--- src/rtl/mc_controller.sv ---
// Multicycle MIPS-style control FSM: a 4-bit state register plus decode of the
// per-state datapath controls, with ALU function decoding for R-type instructions.
module mc_controller (
  input  logic       clk,
  input  logic       reset_n,
  input  logic [5:0] op,
  input  logic [5:0] funct,
  input  logic       zero,
  output logic [2:0] alucontrol,
  output logic       memwrite,
  output logic       irwrite,
  output logic       regwrite,
  output logic       regdst,
  output logic       memtoreg,
  output logic       iord,
  output logic       alusrca,
  output logic       pcen,
  output logic [1:0] alusrcb,
  output logic [1:0] pcsrc,
  output logic [3:0] state,
  output logic       illegal
);

  typedef enum logic [3:0] {
    StFetch    = 4'd0,
    StDecode   = 4'd1,
    StMemAdr   = 4'd2,
    StMemRd    = 4'd3,
    StMemWb    = 4'd4,
    StMemWr    = 4'd5,
    StExecute  = 4'd6,
    StAluWb    = 4'd7,
    StBranch   = 4'd8,
    StAddiExec = 4'd9,
    StAddiWb   = 4'd10,
    StJump     = 4'd11
  } state_e;

  localparam logic [5:0] OpLw    = 6'b100011;
  localparam logic [5:0] OpSw    = 6'b101011;
  localparam logic [5:0] OpRtype = 6'b000000;
  localparam logic [5:0] OpBeq   = 6'b000100;
  localparam logic [5:0] OpAddi  = 6'b001000;
  localparam logic [5:0] OpJ     = 6'b000010;

  localparam logic [2:0] AluAdd = 3'b010;
  localparam logic [2:0] AluSub = 3'b110;
  localparam logic [2:0] AluAnd = 3'b000;
  localparam logic [2:0] AluOr  = 3'b001;
  localparam logic [2:0] AluSlt = 3'b111;

  state_e state_q, state_d;
  logic   pcwrite;
  logic   branch;

  always_ff @(posedge clk) begin
    if (!reset_n) begin
      state_q <= StFetch;
    end else begin
      state_q <= state_d;
    end
  end

  always_comb begin
    state_d    = StFetch;
    alucontrol = 3'b000;
    memwrite   = 1'b0;
    irwrite    = 1'b0;
    regwrite   = 1'b0;
    regdst     = 1'b0;
    memtoreg   = 1'b0;
    iord       = 1'b0;
    alusrca    = 1'b0;
    alusrcb    = 2'b00;
    pcsrc      = 2'b00;
    pcwrite    = 1'b0;
    branch     = 1'b0;
    illegal    = 1'b0;

    case (state_q)
      StFetch: begin
        alusrcb    = 2'b01;
        irwrite    = 1'b1;
        pcwrite    = 1'b1;
        alucontrol = AluAdd;
        state_d    = StDecode;
      end
      StDecode: begin
        alusrcb    = 2'b11;
        alucontrol = AluAdd;
        case (op)
          OpLw, OpSw: state_d = StMemAdr;
          OpRtype:    state_d = StExecute;
          OpBeq:      state_d = StBranch;
          OpAddi:     state_d = StAddiExec;
          OpJ:        state_d = StJump;
          default: begin
            // Unsupported opcode: flag it and retire with no side effects.
            illegal = 1'b1;
            state_d = StFetch;
          end
        endcase
      end
      StMemAdr: begin
        alusrca    = 1'b1;
        alusrcb    = 2'b10;
        alucontrol = AluAdd;
        state_d    = (op == OpSw) ? StMemWr : StMemRd;
      end
      StMemRd: begin
        iord    = 1'b1;
        state_d = StMemWb;
      end
      StMemWb: begin
        memtoreg = 1'b1;
        regwrite = 1'b1;
      end
      StMemWr: begin
        iord     = 1'b1;
        memwrite = 1'b1;
      end
      StExecute: begin
        alusrca = 1'b1;
        state_d = StAluWb;
        case (funct)
          6'b100000: alucontrol = AluAdd;
          6'b100010: alucontrol = AluSub;
          6'b100100: alucontrol = AluAnd;
          6'b100101: alucontrol = AluOr;
          6'b101010: alucontrol = AluSlt;
          default:   alucontrol = AluAdd;
        endcase
      end
      StAluWb: begin
        regdst   = 1'b1;
        regwrite = 1'b1;
      end
      StBranch: begin
        alusrca    = 1'b1;
        alucontrol = AluSub;
        pcsrc      = 2'b01;
        branch     = 1'b1;
      end
      StAddiExec: begin
        alusrca    = 1'b1;
        alusrcb    = 2'b10;
        alucontrol = AluAdd;
        state_d    = StAddiWb;
      end
      StAddiWb: begin
        regwrite = 1'b1;
      end
      StJump: begin
        pcsrc   = 2'b10;
        pcwrite = 1'b1;
      end
      default: state_d = StFetch;
    endcase

    pcen = pcwrite | (branch & zero);
  end

  assign state = state_q;

endmodule

--- config.mk ---
export PLATFORM = sky130hd
export DESIGN_NAME = mc_controller
export DESIGN_NICKNAME = d
export VERILOG_FILES = /design/src/rtl/mc_controller.sv
export SDC_FILE = /design/constraint.sdc
export NUM_CORES = 1
export LEC_CHECK = 0
export ABC_AREA = 1
export BUFFER_PORTS_ARGS = -buffer_cell sky130_fd_sc_hd__buf_2
export CORE_ASPECT_RATIO = 0.8
export CORE_MARGIN = 4
export CORE_UTILIZATION = 27
export DETAILED_ROUTE_END_ITERATION = 8
export PLACE_DENSITY = 0.54
export SLEW_MARGIN = 20
export SYNTH_ARGS = -nofsm -noshare
export SYNTH_HDL_FRONTEND = slang
export SYNTH_SLANG_ARGS = --single-unit
export TNS_END_PERCENT = 1
--- constraint.sdc ---
create_clock -name clk -period 1.4 [get_ports clk]
set_input_delay 0.07 -clock clk [delete_from_list [all_inputs] [get_ports clk]]
set_output_delay 0.07 -clock clk [all_outputs]
set_load 0.02 [all_outputs]
==> results of run 1 <==
-- area by class of cell --
type	instances	area (um2)	area share, %
multi-input combinational	79	419.2	48.83
timing repair buffer	40	226.5	26.38
sequential	4	90.09	10.50
inverter	18	72.57	8.455
tap	22	27.53	3.207
clock buffer	3	22.52	2.624
-- path summary, 6_finish.rpt --
check,endpoint,from
worst max register to register,state[2],state[0]
worst min-delay path,state[2],reset_n
worst min register to register,state[0],state[0]
worst max-delay path,alucontrol[0],state[3]
-- through the flow --
step | cells | setup TNS, ns | hold slack [ns] | area (um2) | setup slack [ns]
after global placement | 157 | 0 | 0.2859 | 715.7 | 0.1986
after global routing | 166 | -0.08526 | 0.05370 | 858.3 | -0.02557
final | 166 | 0 | 0.04608 | 858.3 | 0.02772
after detailed placement | 157 | 0 | 0.2847 | 715.7 | 0.1429
after floorplan | 101 | -0.01981 | 0.1676 | 518.0 | -0.01125
after CTS | 161 | 0 | 0.04257 | 767.0 | 0.008518
-- routing by layer --
layer  routed length, um  share of wire [%]  track usage [%]  up-vias
met1                 897                 48            18.48      330
met5                   0                  0                0        -
met3                  92                4.9            2.473        2
met4                  20                1.1            5.556        0
met2                 853                 46            19.82       19
li1                    -                  -                -      410
-- Yosys cell counts --
| master | count |
|---|---|
| o21ai_0 | 3 |
| nor3_1 | 1 |
| o21ai_1 | 1 |
| nor2_2 | 1 |
| dfxtp_1 | 4 |
| nand4_1 | 2 |
| a21oi_1 | 6 |
| nand2_2 | 3 |
| nor2_4 | 2 |
| nor3b_1 | 1 |
| nor2_1 | 26 |
| inv_1 | 16 |
| nand2_1 | 19 |
| inv_2 | 2 |
| or2_1 | 1 |
| o22ai_1 | 2 |
| nand3_1 | 11 |
-- cell families (layout without fill, tap and decap cells) --
family                 Yosys count  count (layout)  share of synthesized area, %
AND/OR/NAND/NOR                 67              67                         59.02
buffers and inverters           18              61                         13.17
AO/OA/AOI/OAI                   12              12                         12.19
flip-flops                       4               4                         15.61
-- worst max-delay path, stage by stage (launching register included) --
cell and delay [ns]:
dfxtp_2 0.33, inv_4 0.09, nand2_4 0.08, nor2_4 0.15, nand2_1 0.09, o22ai_2 0.18, buf_6 0.14
-- power groups by stage --
stage	Clock, uW	Combinational [uW]	Sequential [uW]
after floorplan	0	78.1	129
after global placement	0	136	125
after detailed placement	0	135	126
after CTS	147	138	125
after global routing	160	165	125
final	141	149	124
-- what timing repair did --
action	in CTS	in global routing
buffers inserted	1	5
pin swaps	2	8
endpoints found under the setup margin	7	8
resized for setup	10	18
==> summary.txt, run 1 <==
1st-pass router iterations = 4
H-tree depth = 1
Cell Pwr Density = 482.4 nW/um2
Diodes inserted = 0
Post-Syn Area = 513.0 um2
grt total ovfl = 0
number of global-route vias before repair = 641
worst reg-to-reg setup slack = 0.31 ns
Die Y = 46.99 um
required time of the critical path = 1.33 ns
Inserted Clock Buffers = 3
WL/cell = 11.22 um
largest net degree at the start of global routing = 8
Ys Warns = 0
TritonCTS clock tree = done
I/O pin total = 35
Psw = 145.7 uW
status = finished clean
Die ar. = 2666 um2
initial antenna violation count = 0
total number of vias = 761
WHS Path Cells = 3
Period Utilization, post-route = 98.02%
Vias/cell = 4.584
Layout Nets = 161
Filler Cell Count = 193
hpwl dp = 1.423 mm
DRC viols = 0
CP startpoint kind = flip-flop
layout overhead on the synthesized area = 67.32%
Routability Congestion = 0.8024
Die W = 56.74 um
Post-Syn Instances = 101
worst skew pair latency = 0.23 ns
Pleak = 0.0004837 uW
core area = 1708 um2
root buffer cell = clkbuf_4
worst r2r path cells = 8
syn_nets = 116
layout cells sized above 1 = 46.53%
Internal Pwr Total = 268.4 uW
Slew HR = 84.29%
CP Class = flip-flop to primary output
min Tclk post-route = 1.372 ns
ANT nets after route = 0
starting density of the core = 30.04%
Hold Buf Count CTS = 0
Overall Power = 414.1 uW
clock slew at reported path FFs = 0.04 ns
Iteration-0 DRC Markers = 7
Hold WC Path Type = input pin to flip-flop
Flop pwr share = 30.0%
Worst-Margin Slew = 0.2348 ns
final core utilization = 50.26%
final WL = 1.863 mm
clock sinks = 4
Worst EP arrival = 1.30 ns
Max Cap Viol = 0
clk buf depth = 2
Seq cells post-synth = 4
syn avg cell area = 5.079 um2
Port Buf Inserts = 34
row cnt = 13
CP endpoint kind = primary output
most frequent cells in the layout = 31 x buf_2, 22 x nor2_1, 18 x nand2_1, 12 x inv_1, 10 x nand3_1
top cells by area in the synthesized netlist = nor2_1 19%, dfxtp_1 16%, nand2_1 14%
Seq/Total Area, Yosys = 15.61%
max-slew violation count = 0
power share of the clock group = 34.1%
max reg flops = 4
Net Sw Frac = 35.19%
final setup vio count = 0
Distinct cells, synth = 17
endpoints failing hold = 0
worst clock skew = 0.001043 ns
Yosys top cell by area = nor2_1
Max IR drop VDD = 0.0003928 V
Max Freq = 0.7287 GHz
most common library cell in the layout ignoring fill and taps = buf_2
combinational power share = 35.9%
Synth top area share = 19.02%
CP Max Fanout = 5
first-pass GRT wire length = 2.725 mm
RSZ-0062 raised after global routing = true
total track usage = 13.10%
(Power assumes the default switching activity.)
==> run 2: changes to the inputs <==
HOLD_SLACK_MARGIN = 0.05   (was default)
SLEW_MARGIN = 0   (was 20)
==> run 2 against run 1 <==
  * Total power is 0.51% higher
  * Via count up 0.53%
  * Maximum frequency unchanged
  * Clock skew unchanged
  * Combinational power barely moved
  * Utilization rose by 0.59 points
  * Setup slack unchanged
  * Sequential share of layout area down 0.12 points
  * Critical path type unchanged
  * Design area up 1.2%
  * Critical path depth is the same
==> summary.txt, run 2 (synthesized netlist as in run 1, its figures left out) <==
status = finished clean
required time of the critical path = 1.33 ns
Worst R2R Start = state[0]
H-tree depth = 1
max-slew violation count = 0
worst reg-to-reg setup slack = 0.31 ns
worst r2r path cells = 8
Die W = 56.74 um
final setup vio count = 0
WHS Path Cells = 6
Hold WC Path Type = input pin to flip-flop
row cnt = 13
TritonCTS clock tree = done
I/O pin total = 35
DRC viols = 0
Max IR drop VDD = 0.0003928 V
min-delay src = op[0]
CP endpoint kind = primary output
Port Buf Inserts = 34
final setup TNS = 0 ns
Inserted Clock Buffers = 3
Pleak = 0.0004878 uW
worst skew pair latency = 0.23 ns
Worst EP arrival = 1.30 ns
clk buf depth = 2
most common library cell in the layout ignoring fill and taps = buf_2
Routability Congestion = 0.8024
CP startpoint kind = flip-flop
WL/cell = 11.19 um
Filler Cell Count = 192
Die ar. = 2666 um2
total track usage = 13.16%
min Tclk post-route = 1.372 ns
layout cells sized above 1 = 46.21%
Slew HR = 84.29%
Die Y = 46.99 um
placed cell area = 715.7 um2
Cell Pwr Density = 479.3 nW/um2
Layout Nets = 162
max reg flops = 4
Max Cap Viol = 0
most frequent cells in the layout = 31 x buf_2, 22 x nor2_1, 18 x nand2_1, 12 x inv_1, 10 x nand3_1
worst clock skew = 0.001043 ns
number of global-route vias before repair = 640
Max Freq = 0.7287 GHz
design area = 868.3 um2
layout overhead on the synthesized area = 69.27%
grt total ovfl = 0
root buffer cell = clkbuf_4
ANT nets after route = 0
1st-pass router iterations = 4
endpoints failing hold = 0
first-pass GRT wire length = 2.739 mm
largest net degree at the start of global routing = 8
Iteration-0 DRC Markers = 5
CP Class = flip-flop to primary output
Overall Power = 416.2 uW
final worst slack = 0.02772 ns
Period Utilization, post-route = 98.02%
hold-critical path endpoint = state[0]
CP Max Fanout = 5
total number of vias = 765
hpwl dp = 1.423 mm
final WL = 1.869 mm
clock sinks = 4
RSZ-0062 raised after global routing = true
Worst-Margin Slew = 0.2348 ns
initial antenna violation count = 0
pre-CTS WS = 0.1429 ns
Vias/cell = 4.581
Diodes inserted = 0
R2R Path End = state[2]
clock slew at reported path FFs = 0.04 ns
starting density of the core = 30.04%
core area = 1708 um2
-- run 2: area by class of cell --
class                      count  area (um2)  share of cell area, %
multi-input combinational     79       419.2                  48.27
sequential                     4       90.09                  10.37
clock buffer                   3       22.52                  2.594
timing repair buffer          41       236.5                  27.23
tap                           22       27.53                  3.170
inverter                      18       72.57                  8.357
-- run 2: power breakdown --
group	internal (uW)	switching [uW]	total, uW
clock	95.8	45.5	141
sequential	116	7.76	124
combinational	58.0	92.7	151
-- run 2: repair_timing --
| action | CTS | global route |
|---|---|---|
| resized for setup | 10 | 18 |
| endpoints found under the hold margin | 1 | 0 |
| pin swaps | 2 | 8 |
| endpoints found under the setup margin | 7 | 8 |
| setup buffers | 1 | 5 |
| hold buffers | 1 | 0 |
| cloned | 0 | 0 |
-- run 2: routing by layer --
metal,share of wire (%),track usage (%),vias up,wire (um)
li1,-,-,412,-
met1,48,18.64,332,899
met2,46,19.82,19,857
met3,4.9,2.473,2,91
met4,1.1,5.556,0,20
met5,0,0,-,0
-- run 2: worst max-delay path, cell delays in order, from the launching register on --
cell and delay [ns]:
dfxtp_2 0.33, inv_4 0.09, nand2_4 0.08, nor2_4 0.15, nand2_1 0.09, o22ai_2 0.18
buf_6 0.14
-- run 2: how the worst max path moves through the flow --
stage,from,to,slack (ns),cells past startpoint
2_1_floorplan,state[0],illegal,-0.01,3
3_3_place_gp,state[3],pcen,0.20,7
3_5_place_dp,state[3],alucontrol[0],0.14,6
4_1_cts,state[3],pcen,0.009,7
5_1_grt,state[3],alucontrol[0],-0.03,6
6_report,state[3],alucontrol[0],0.03,6
-- run 2: stage by stage --
step	cells	hold slack [ns]	utilization [%]
global placement	157	0.2859	41.90
global route	167	0.3258	50.84
detailed placement	157	0.2847	41.90
floorplan	101	0.1676	-
finish	167	0.3001	50.84
CTS	162	0.2946	45.49
